$ cat src/rtl/mod_74x161_2.sv
// Cascaded 74x161 synchronous binary counter: CHIPS 4-bit cells chained
// through their ripple-carry outputs into one 4*CHIPS-bit counter.

// Single 74x161 cell: 4-bit counter with async clear, sync load, ENP/ENT count.
module ls161_cell (
    input  logic       clk,
    input  logic       rst_n,
    input  logic       load_n_i,
    input  logic       enp_i,
    input  logic       ent_i,
    input  logic [3:0] d_i,
    output logic [3:0] q_o,
    output logic       rco_o
);

    logic [3:0] q_q;
    logic [3:0] q_d;

    // Next-state: load beats count, count needs both enables, else hold.
    always_comb begin
        q_d = q_q;
        if (!load_n_i) begin
            q_d = d_i;
        end else if (enp_i && ent_i) begin
            q_d = q_q + 4'd1;
        end
    end

    // Count register; clear acts immediately regardless of the clock.
    always_ff @(posedge clk or negedge rst_n) begin
        if (!rst_n) begin
            q_q <= 4'd0;
        end else begin
            q_q <= q_d;
        end
    end

    assign q_o   = q_q;
    // Carry is combinational and deliberately independent of ENP.
    assign rco_o = ent_i & (q_q == 4'hF);

endmodule

// Top: chip k>0 takes its ENT from the RCO of chip k-1.
module mod_74x161_2 #(
    parameter int unsigned CHIPS = 2
) (
    input  logic               CLK,
    input  logic               CLR_n,
    input  logic               LOAD_n,
    input  logic               ENP,
    input  logic               ENT,
    input  logic [4*CHIPS-1:0] D,
    output logic [4*CHIPS-1:0] Q,
    output logic               RCO,
    output logic [CHIPS-1:0]   RCO_CHAIN
);

    localparam int unsigned NIB_W = 4;

    logic [CHIPS-1:0] ent_chain;

    // Cell array with the ENT ripple chain.
    for (genvar k = 0; k < CHIPS; k++) begin : g_cell
        if (k == 0) begin : g_first
            assign ent_chain[k] = ENT;
        end else begin : g_rest
            assign ent_chain[k] = RCO_CHAIN[k-1];
        end

        ls161_cell u_cell (
            .clk      (CLK),
            .rst_n    (CLR_n),
            .load_n_i (LOAD_n),
            .enp_i    (ENP),
            .ent_i    (ent_chain[k]),
            .d_i      (D[NIB_W*k +: NIB_W]),
            .q_o      (Q[NIB_W*k +: NIB_W]),
            .rco_o    (RCO_CHAIN[k])
        );
    end

    // Last cell's carry equals ENT AND (Q == all ones) through the chain.
    assign RCO = RCO_CHAIN[CHIPS-1];

endmodule
$ cat config.mk
export PLATFORM = sky130hd
export DESIGN_NAME = mod_74x161_2
export DESIGN_NICKNAME = d
export VERILOG_FILES = /design/src/rtl/mod_74x161_2.sv
export SDC_FILE = /design/constraint.sdc
export NUM_CORES = 1
export LEC_CHECK = 0
export CORE_AREA = 2 2 39 41
export DETAILED_ROUTE_END_ITERATION = 8
export DIE_AREA = 0 0 41 43
export PLACE_DENSITY = 0.69
export SYNTH_ARGS = -nofsm -noshare
export SYNTH_HDL_FRONTEND = slang
export SYNTH_HIERARCHICAL = 1
export SYNTH_SLANG_ARGS = --single-unit
$ cat constraint.sdc
create_clock -name CLK -period 1.78 [get_ports CLK]
set_input_delay 0.267 -clock CLK [delete_from_list [all_inputs] [get_ports CLK]]
set_output_delay 0.267 -clock CLK [all_outputs]
set_load 0.01 [all_outputs]
==> flow_summary_export.csv <==
group,metric,value,unit
pwr,powerDensity,707,mW/mm²
setup_path,worstPathMaxFanout,3,
clock_tree,clk_latency,0.26,ns
min_path,hold_path.class,"primary input to async pin",
global_routing,grt_overflow,0,
global_routing,grt_usage,14.2,%
run,max_cap_viol_count,0,
timing,final-max-slew-violation-count,0,
detailed_routing,viasPerCell,4.88,
clock_tree,h-tree-depth,1,
floorplan,dieArea,0.00176,mm²
layout,final_area,746,µm²
layout,largest_register_ffs,8,
timing,period_needed,1.70,ns
layout,mostFrequentLayoutCell,"clkdlybuf4s50_1",
layout,final_util,53.9,%
global_routing,antenna_found_initial,0,
placed_design,routabilityCongestion,0.617,
pwr,power,527,µW
detailed_routing,vias,454,
timing,setup_viol,0,
timing,skew,0.00258,ns
detailed_routing,drc,0,
clock_tree,clock_path_buffers,2,
setup_path,max_stage_delay,0.39,ns
setup_path,path_class,"register to output pin",
layout,area_growth,68.4,%
timing,rsz0062_at_grt,"false",
yosys,yosys_warnings,6,
setup_path,critical_path_required,1.51,ns
global_routing,grt_pass1_vias,413,
placed_design,place_area,723,µm²
layout,mostFrequentLayoutCells,"clkdlybuf4s50_1, nor2_1, dfrtp_1, buf_4, a21oi_1",
yosys,synthCells,47,
global_routing,grt_pass1_wl,1610,µm
placed_design,port_buffers,23,
clock_tree,cts_buffers,3,
layout,diodes,0,
yosys,synth-seq-cells,8,
yosys,synth.avg_cell_area,9.42,µm²
pwr,switching_share,28.2,%
detailed_routing,wl_per_cell,10.8,µm
layout,drive_above_1_share,22.1,%
detailed_routing,drt_iter0_markers,1,
pwr,power.switching,149,µW
floorplan,initial_core_util,32.0,%
layout,fill_cells,138,
yosys,ys_types,14,
detailed_routing,final_antenna_net_count,0,
placed_design,dp.final_hpwl,761,µm
setup_path,path_cells,"ha_2, and4_2, buf_4, clkdlybuf4s15_1",
yosys,syn-num-nets,62,
setup_path,cp-start-kind,"register",
setup_path,slowest_stage,"dfrtp_1",
yosys,synth_top_cell_area_share,45.2,%
timing,finalHoldViolCount,0,
floorplan,die_w,41,µm
layout,nets,94,
timing,slew_headroom,74.5,%
floorplan,io_pins,24,
setup_path,critPathArrivalTime,1.43,ns
pwr,p_clk_share,27.8,%
detailed_routing,first_pass_iters,3,
timing,fmax,589,MHz
yosys,syn_area,443,µm²
pwr,p_comb_share,30.6,%
floorplan,core,0.00138,mm²
yosys,yosysTopAreaCell,"dfrtp_1",
setup_path,cp-end-kind,"output pin",
yosys,synth-seq-area-share,45.2,%
global_routing,grt_max_degree,17,
floorplan,die_h,43,µm
pwr,seqPwrFrac,41.6,%
pwr,p_leak,0.000319,µW
timing,worst_pin_slew,0.382,ns
outcome,status,"completed",
clock_tree,tritoncts,"done",
clock_tree,cts.reportedPaths.clkPinSlew,0.06,ns
pwr,power.internal,379,µW
yosys,synthTopCellsByArea,"dfrtp_1, xor2_1, a21oi_1",
detailed_routing,routed_wl,1000,µm
floorplan,rows,14,
pwr,vdd_drop_max,0.261,mV
timing,finalCritPeriodShare,95.3,%
clock_tree,cts_sinks,8,
clock_tree,cts_root_buffer,"clkbuf_4",
==> cell families (layout without fill, tap and decap cells) <==
family          count (synthesis)  after routing  synth area share [%]
fa+ha+maj                       2              2                  5.65
simple gates                   18             18                  21.5
buf+inv                         3             33                  3.39
flops                           8              8                  45.2
compound gates                 10             10                  11.9
xor+xnor                        4              4                  7.91
mux                             2              2                  4.52
==> repair_timing <==
action / CTS / global route
hold buffers: 0 / 0
pin swaps: 0 / 0
setup buffers: 1 / 0
cloned: 0 / 0
gates resized for setup: 10 / 1
setup endpoints to repair: 3 / 1
==> layout make-up <==
cell class | instances | area, µm² | area share [%]
Clock buffer | 3 | 22.5 | 3.02
Tap cell | 16 | 20.0 | 2.68
Multi-Input combinational cell | 36 | 230 | 30.9
Sequential cell | 8 | 200 | 26.8
Timing Repair Buffer | 30 | 273 | 36.6
==> power by group through the flow <==
stage                     registers (µW)  logic [µW]  clock network [µW]
after CTS                            219         163                 152
final                                220         161                 147
after floorplan                      233        50.5                   0
after global placement               222         158                   0
after global routing                 223         179                 157
after detailed placement             223         160                   0
==> metrics by stage <==
step / cells / hold slack, ns / setup TNS [ns] / setup slack [ns]
2_1_floorplan: 47 / -0.0286 / 0 / 0.192
3_3_place_gp: 89 / 0.580 / -0.464 / -0.193
3_5_place_dp: 89 / 0.577 / -0.523 / -0.214
4_1_cts: 93 / 0.294 / 0 / 0.0278
5_1_grt: 93 / 0.321 / 0 / 0.0306
6_report: 93 / 0.287 / 0 / 0.0829
==> worst paths after layout <==
kind / slack, ns / to / depth (start not counted) / from
setup / recovery: 0.08 / RCO_CHAIN[0] / 4 / g_cell[0].u_cell/q_o[0]$_DFFE_PN0P_
min in group CLK: 0.56 / g_cell[1].u_cell/q_o[2]$_DFFE_PN0P_ / 3 / D[6]
hold reg to reg: 0.59 / g_cell[1].u_cell/q_o[3]$_DFFE_PN0P_ / 2 / g_cell[1].u_cell/q_o[3]$_DFFE_PN0P_
max in group asynchronous: 1.22 / g_cell[1].u_cell/q_o[3]$_DFFE_PN0P_ / 1 / CLR_n
setup reg to reg: 0.28 / g_cell[1].u_cell/q_o[3]$_DFFE_PN0P_ / 6 / g_cell[0].u_cell/q_o[0]$_DFFE_PN0P_
hold / removal: 0.29 / g_cell[0].u_cell/q_o[3]$_DFFE_PN0P_ / 1 / CLR_n
==> critical path, delay by kind of cell, from the launching register on <==
kind / cells / cell delay [ns]
flops: 1 / 0.39
fa+ha+maj: 1 / 0.19
simple gates: 1 / 0.23
buf+inv: 2 / 0.36
==> synthesized netlist by cell type <==
cell	number
buf_4	1
dfrtp_1	8
ha_1	2
a21oi_1	6
nand2_2	2
nand3_1	4
xor2_1	4
o21ai_0	2
clkbuf_1	2
nor2_1	8
and4_2	2
a31oi_1	2
mux2i_1	2
or3_1	2
==> metal layers <==
| layer | share of wire (%) | vias up | wire [µm] | global-route usage (%) |
|---|---|---|---|---|
| met4 | 4.6 | 0 | 46 | 14.0 |
| met2 | 43 | 20 | 433 | 18.4 |
| met5 | 0 | - | 0 | 0 |
| met1 | 43 | 201 | 433 | 17.5 |
| li1 | - | 228 | - | - |
| met3 | 8.9 | 5 | 89 | 3.66 |
Power figures use the tool's default switching activity.
